[config.mk]
export PLATFORM = sky130hd
export DESIGN_NAME = siso_shift_ctrl
export DESIGN_NICKNAME = d
export VERILOG_FILES = /design/src/rtl/siso_shift_ctrl.sv
export SDC_FILE = /design/constraint.sdc
export NUM_CORES = 1
export LEC_CHECK = 0
export BUFFER_PORTS_ARGS = -buffer_cell sky130_fd_sc_hd__buf_2
export CAP_MARGIN = 20
export CORE_MARGIN = 8
export CORE_UTILIZATION = 34
export CTS_CLUSTER_DIAMETER = 100
export DETAILED_ROUTE_END_ITERATION = 8
export PLACE_DENSITY = 0.61
export REMOVE_ABC_BUFFERS = 1
export SKIP_CTS_REPAIR_TIMING = 1
export SLEW_MARGIN = 20
export SYNTH_ARGS = -nofsm -noshare
export SYNTH_HDL_FRONTEND = slang
export SYNTH_SLANG_ARGS = --single-unit
[constraint.sdc]
create_clock -name clk -period 1.7 [get_ports clk]
set_input_delay 0.085 -clock clk [delete_from_list [all_inputs] [get_ports clk]]
set_output_delay 0.085 -clock clk [all_outputs]
set_load 0.01 [all_outputs]
[src/rtl/siso_shift_ctrl.sv]
// siso_shift_ctrl: serializes a word into the shift chain, then reads it back, returns it and flags mismatches
module siso_shift_ctrl #(
    parameter int WIDTH       = 8,
    parameter int HOLD_CYCLES = 2,
    parameter int LSB_FIRST   = 0
) (
    input  logic                       clk,
    input  logic                       rst_n,
    input  logic                       in_valid,
    output logic                       in_ready,
    input  logic [WIDTH-1:0]           in_data,
    output logic                       sr_d,
    output logic                       sr_en,
    input  logic [WIDTH-1:0]           sr_q,
    output logic                       out_valid,
    input  logic                       out_ready,
    output logic [WIDTH-1:0]           out_data,
    output logic                       busy,
    output logic [$clog2(WIDTH+1)-1:0] bit_cnt,
    output logic                       err,
    input  logic                       err_clr
);
    localparam int CW = $clog2(WIDTH + 1);
    localparam int IW = $clog2(WIDTH);
    localparam int HW = $clog2(HOLD_CYCLES + 1);

    typedef enum logic [1:0] {IDLE, SHIFT, HOLD, OUT} state_t;

    state_t           state;
    logic [WIDTH-1:0] shadow, rev_in, rev_sh, ord_in, ord_sh, expected;
    logic [CW-1:0]    nxt;
    logic [HW-1:0]    hold_cnt;

    for (genvar i = 0; i < WIDTH; i++) begin : g_rev
        assign rev_in[i] = in_data[WIDTH-1-i];
        assign rev_sh[i] = shadow[WIDTH-1-i];
    end

    // ord_* hold the bits in transmit order, so bit k of the word goes out on shift k
    assign ord_in   = LSB_FIRST != 0 ? in_data : rev_in;
    assign ord_sh   = LSB_FIRST != 0 ? shadow : rev_sh;
    // the first bit shifted lands in the last stage, so MSB-first reads back unchanged
    assign expected = LSB_FIRST != 0 ? rev_sh : shadow;
    assign nxt      = bit_cnt + 1'b1;

    // sequencing FSM; every output is registered and prepared one cycle ahead
    always_ff @(posedge clk or negedge rst_n) begin
        if (!rst_n) begin
            state     <= IDLE;
            in_ready  <= 1'b1;
            sr_d      <= 1'b0;
            sr_en     <= 1'b0;
            out_valid <= 1'b0;
            out_data  <= '0;
            busy      <= 1'b0;
            bit_cnt   <= '0;
            err       <= 1'b0;
            shadow    <= '0;
            hold_cnt  <= '0;
        end else begin
            err <= err & ~err_clr;
            case (state)
                IDLE: if (in_valid) begin
                    shadow   <= in_data;
                    bit_cnt  <= '0;
                    sr_en    <= 1'b1;
                    sr_d     <= ord_in[0];
                    in_ready <= 1'b0;
                    busy     <= 1'b1;
                    state    <= SHIFT;
                end
                SHIFT: begin
                    bit_cnt <= nxt;
                    if (bit_cnt == CW'(WIDTH - 1)) begin
                        sr_en    <= 1'b0;
                        sr_d     <= 1'b0;
                        hold_cnt <= '0;
                        state    <= HOLD;
                    end else begin
                        sr_d <= ord_sh[nxt[IW-1:0]];
                    end
                end
                HOLD: if (hold_cnt == HW'(HOLD_CYCLES - 1)) begin
                    out_data  <= sr_q;
                    out_valid <= 1'b1;
                    if (sr_q != expected) err <= 1'b1;
                    state     <= OUT;
                end else begin
                    hold_cnt <= hold_cnt + 1'b1;
                end
                OUT: if (out_ready) begin
                    out_valid <= 1'b0;
                    in_ready  <= 1'b1;
                    busy      <= 1'b0;
                    bit_cnt   <= '0;
                    state     <= IDLE;
                end
                default: state <= IDLE;
            endcase
        end
    end
endmodule

## Word-level counts from Yosys, hierarchy flattened

Cells that the tools add are included.

| storage, ports and cells | value |
|---|---|
| word-level logic and storage cells | 71 |
| flip-flop bits (word level) | 30 |
| output and inout bits | 18 |

| cells by class | value |
|---|---|
| add/subtract/negate cells | 2 |
| order comparisons | 1 |
| bitwise gates (word level) | 2 |
| mux-type cells | 29 |
| equal/unequal tests | 11 |
| reduce and logical (&&, ||, !) cells | 15 |

Operator list:

| kind | number |
|---|---|
| $reduce_and A3 Y1 | 5 |
| $mux W1 | 12 |
| $mux W2 | 6 |
| $pmux W4 S3 | 1 |
| $ne A2 B2 Y1 const B | 5 |
| $pmux W1 S2 | 5 |
| $mux W4 | 2 |
| $ne A8 B8 Y1 | 1 |
| $pmux W2 S4 | 1 |
| $reduce_bool A2 Y1 | 4 |
| $reduce_and A2 Y1 | 3 |
| $add A4 B1 Y4 const B | 1 |
| $eq A2 B1 Y1 const B | 2 |
| $eq A2 B2 Y1 const B | 2 |
| $eq A4 B3 Y1 const B | 1 |
| $lt A3 B4 Y1 const B | 1 |
| $pmux W2 S2 | 1 |
| $reduce_and A4 Y1 | 1 |
| $bmux W1 S3 | 1 |
| $reduce_bool A3 Y1 | 1 |
| $add A2 B1 Y2 const B | 1 |
| $logic_not A2 Y1 | 1 |
| $and A1 B1 Y1 | 1 |
| $not A1 Y1 | 1 |

## Longest topological paths before layout

| depth | value |
|---|---|
| word-level depth | 5 |
| mapped depth | 7 |
| mapped depth without buffers | 6 |

## Worst setup path after synthesis

No wires, ideal clock.

| path | value |
|---|---|
| kind | register to register |
| from | reg bit_cnt[0] |
| to | reg sr_d |
| library setup time | 120 ps |
| path slack | 17 ps |
| cell stages (with the launch flop) | 6 |
| buffers on the path | 0 |
| arrival | 1,564 ps |
| cells stage by stage | dfrtp_1 -> ha_1 -> xnor2_2 -> mux4_1 -> nand2b_1 -> a31o_1 |

| between the ends | value |
|---|---|
| word-level cells in the longest chain between the ends | 5 |
| elaborated cells between the ends (all ways) | 6 |
| classes of those cells | add/sub: 1; eq/ne: 1; mux: 4 |

Ends and longest elaborated chain:

| item | line | RTL |
|---|---|---|
| start: declaration | 19 | `output logic [$clog2(WIDTH+1)-1:0] bit_cnt,` |
| start signal: assignment | 73 | `bit_cnt <= nxt;` |
| $add A4 B1 Y4 | 44 | `assign nxt = bit_cnt + 1'b1;` |
| $bmux W1 S3 | 80 | `sr_d <= ord_sh[nxt[IW-1:0]];` |
| $mux W1 (implied by the code) | 80 |  |
| $mux W1 (*) | 74 | `if (bit_cnt == CW'(WIDTH - 1)) begin` |
| $pmux W1 S2 (*) | 62 | `case (state)` |
| end signal: assignment | 67 | `sr_d <= ord_in[0];` |
| end signal: assignment | 80 |  |
| end: declaration | 12 | `output logic sr_d,` |

Every way passes the cells marked *; elsewhere a longest branch is shown, timed or not. The select of a mux whose other input is x is not followed.
A chain may end at the register's enable or synchronous reset.

## Worst setup path after layout

| path | value |
|---|---|
| from | reg state[1] |
| to | reg state[1] |

| between the ends | value |
|---|---|
| word-level cells in the longest chain between the ends | 3 |
| elaborated cells between the ends (all ways) | 10 |
| classes of those cells | eq/ne: 7; mux: 1; reduce/logical: 2 |

Ends and longest elaborated chain:

| item | line | RTL |
|---|---|---|
| start: declaration | 29 | `state_t state;` |
| start signal: assignment | 49 | `state <= IDLE;` |
| start signal: assignment | 70 | `state <= SHIFT;` |
| start signal: assignment | 78 | `state <= HOLD;` |
| $eq A2 B2 Y1 (tied with other cells) | 62 |  |
| $ne A2 B2 Y1 (no source line) | n/a |  |
| $reduce_and A4 Y1 (no source line) | n/a |  |

Several ways; a longest one is shown, not always the timed one.

==> implementation parameters <==
Parameter                              Value

Outcome
  Outcome ... completed

Worst setup path
  Kind of end point of the critical path ... flop
  Type of origin of the critical path ... flop
  Crit path kind ... flop to flop
  Critical path required time ... 1.87 ns
  Cell-by-cell listing of the critical path ... inv_1 -> ha_1 -> o21ai_1 -> nand3_1 -> mux2_2
  Critical-path maximum fanout ... 9
  Critical path's largest stage delay ... 0.41 ns
  Critical path's slowest cell ... dfrtp_1
  FF-to-FF path depth ... 5
  Arrival time at the worst endpoint ... 1.77 ns

Clock network
  Clock insertion delay at the later pin of the skew report ... 0.29 ns
  Maximum level of the CTS H-tree ... 2
  Sinks on the clock net ... 30
  Clock-pin transition on the worst setup and hold timing paths ... 0.07 ns
  Buffer cell driving the clock tree root ... clkbuf_8
  Maximum clock path buffer count ... 2
  Number of buffers created by CTS ... 5
  Clock tree from TritonCTS ... built

Floorplan
  Die W ... 83.5 microns
  Starting density of the core ... 35.3%
  Area enclosed by the die boundary ... 6970 sq um
  Core region area ... 4380 sq um
  Top Ports ... 39
  Num rows ... 24
  Vertical die dimension ... 83.5 microns

Timing
  Fin crit period ... 1.60 ns
  Number of endpoints with negative hold slack in the final report ... 0
  Worst slew margin relative to its limit ... 54.9%
  Final setup slack of the worst path ... 0.105 ns
  Post-route setup TNS ... 0 ns
  Final worst clock skew ... 0.00420 ns
  Measured slew at the worst slew-check pin ... 0.677 ns
  Final-report max-slew violation count ... 0
  Finish-stage setup viols ... 0
  Highest clock frequency the design can meet ... 627 MHz
  Unrepaired setup endpoints after global routing ... no
  Final critical-path share of the clock period ... 93.8%

Placed design
  DP HPWL ... 2630 microns
  Quantity of I/O buffers inserted on ports ... 38
  Worst slack, placed ... 0.0720 ns
  Final RePlAce weighted congestion ... 0.815
  Cell area after placement ... 1840 sq um

Power and ir drop
  Power density over cell area ... 1800 nW/um^2
  Leakage power of the design ... 0.919 nW
  Max VDD drop ... 0.810 mV

Logic synthesis
  Sequential area share after synthesis ... 48.5%
  Avg Cell Area, Syn ... 11.2 sq um
  Cell type contributing the most total cell area after synthesis ... dfrtp_1
  Number of distinct library cells after synthesis ... 35
  Synthesized netlist cell count ... 138
  Synthesized cell area ... 1550 sq um
  #FFs+latches synth ... 30
  YS warnings ... 0
  Dominant cells by area after synthesis ... dfrtp_1 (47%), mux2_2 (12%), ha_1 (4.8%), xnor2_1 (4.5%), o21ai_0 (4.2%)
  Post-synth top area share ... 46.8%

Routing
  Number of vias after detailed routing ... 1184
  Final wirelength ... 3420 microns
  Mean number of vias per cell ... 4.89
  Total iterations of the first detailed-routing run ... 4
  Initial DRC Count ... 43
  Detailed-route DRC error count ... 0
  Routed length per instance ... 14.1 microns
  ANT nets after route ... 0

Global routing
  Met3 usage in global routing ... 4.98%
  Total routing usage reported by global routing ... 10.0%
  Routing usage on met2 ... 14.9%
  Total congestion overflow ... 0
  First-pass GRT wire length ... 5740 microns
  Initial antenna violation count ... 0
  GRT Max-Usage Layer ... met2
  Number of global-route vias before repair ... 1198
  Largest net degree at the start of global routing ... 31
  Met1 Track Usage GR ... 12.1%

Min path
  Min-delay worst type ... input port to flop
  Hold Path Depth ... 2

Flow run
  Max-capacitance violation count ... 0

Final layout
  Number of antenna repair diodes ... 0
  Number of nets in the layout ... 216
  Area growth from synthesis to final layout ... 26.2%
  End-of-flow core utilization ... 44.6%
  Final design instance area without fill ... 1950 sq um
  Fraction of layout cells with a size suffix above 1 ... 39.5%
## layout make-up
cell class,instances,area (sq um)
Clock inverter,2,12.5
Fill cell,428,2430
Sequential cell,30,752
Clock buffer,6,82.6
Inverter,6,22.5
Timing Repair Buffer,47,263
Tap cell,52,65.1
Multi-Input combinational cell,99,757
## report_power, final
group          switching, W  internal [W]
clock network      0.000287      0.000325
registers          0.000225       0.00105
logic              0.000783      0.000849
total               0.00130       0.00222
## cell usage in the layout, fill, tap and decap left out, types with 6 or more instances in the layout
master,n
a21oi_1,7
buf_2,38
buf_4,7
clkbuf_8,6
dfrtp_1,29
inv_1,6
mux2_2,16
nand2_1,12
o21ai_0,13
xnor2_1,8
## layer usage
metal	routed length, microns	part of all wire, %
met1	1680	49
met2	1420	42
met3	269	7.9
met4	43	1.3
met5	0	0
## cells in the mapped netlist
library cell / number
mux2_2: 16
dfrtp_1: 29
o21a_1: 1
o22ai_1: 1
nor2_1: 5
o21ai_0: 13
o31ai_1: 1
a21oi_1: 7
and2b_1: 1
mux2i_1: 2
buf_6: 1
buf_2: 1
a32oi_1: 1
inv_1: 6
or2_2: 2
nand2_1: 12
a211oi_1: 1
a22oi_1: 1
mux4_1: 1
o21ai_1: 1
a31o_1: 1
xnor2_1: 8
nand3_1: 2
clkbuf_1: 1
nand3b_1: 1
a211o_1: 1
dfstp_2: 1
nor2b_1: 2
xnor2_2: 1
a22o_1: 3
nor2b_4: 1
a21o_1: 1
nand4_1: 2
nand2b_1: 4
ha_1: 6
## through the flow
step                      hold slack, ns  power (W)  instances
after detailed placement           0.164    0.00293        232
after global routing              0.0277    0.00379        242
after floorplan                   -0.211    0.00236        135
after global placement             0.162    0.00290        232
final                             0.0251    0.00352        242
after CTS                         -0.143    0.00355        240
## worst paths after layout
check | to | from | slack (ns)
max in group asynchronous | out_data[0] | rst_n | 0.89
min in group asynchronous | bit_cnt[2] | rst_n | 0.36
setup / recovery | state[1] | state[1] | 0.10
hold / removal | expected[1] | in_data[1] | 0.03
hold reg to reg | out_data[3] | out_data[3] | 0.50
setup reg to reg | state[1] | state[1] | 0.10
## state kept, by name, summed over array words and instances, names as in the netlist
register   cells
sr_en          1
busy           1
err            1
expected       8
bit_cnt        4
state          2
in_ready       1
sr_d           1
out_data       8
hold_cnt       2
out_valid      1
## logic make-up after synthesis
kind of cell / after synthesis / share of synthesized area (%)
AOI/OAI and AO/OA: 33 / 13.0
xor gates and xnor gates: 9 / 5.57
adders and majority gates: 6 / 4.85
buffers and inverters: 9 / 2.75
DFF: 30 / 48.5
muxes: 19 / 14.6
and+or+nand+nor: 32 / 10.7
## worst max-delay path: cells and delay by family, from the launching register on
family | cells | cell delay, ns
flip-flops | 1 | 0.41
multiplexers | 1 | 0.34
adder cells (fa/ha/maj) | 1 | 0.31
AO/OA/AOI/OAI | 1 | 0.17
AND/OR/NAND/NOR | 1 | 0.16
buffers and inverters | 1 | 0.09
Note: power is estimated with default switching activity, not from simulation.
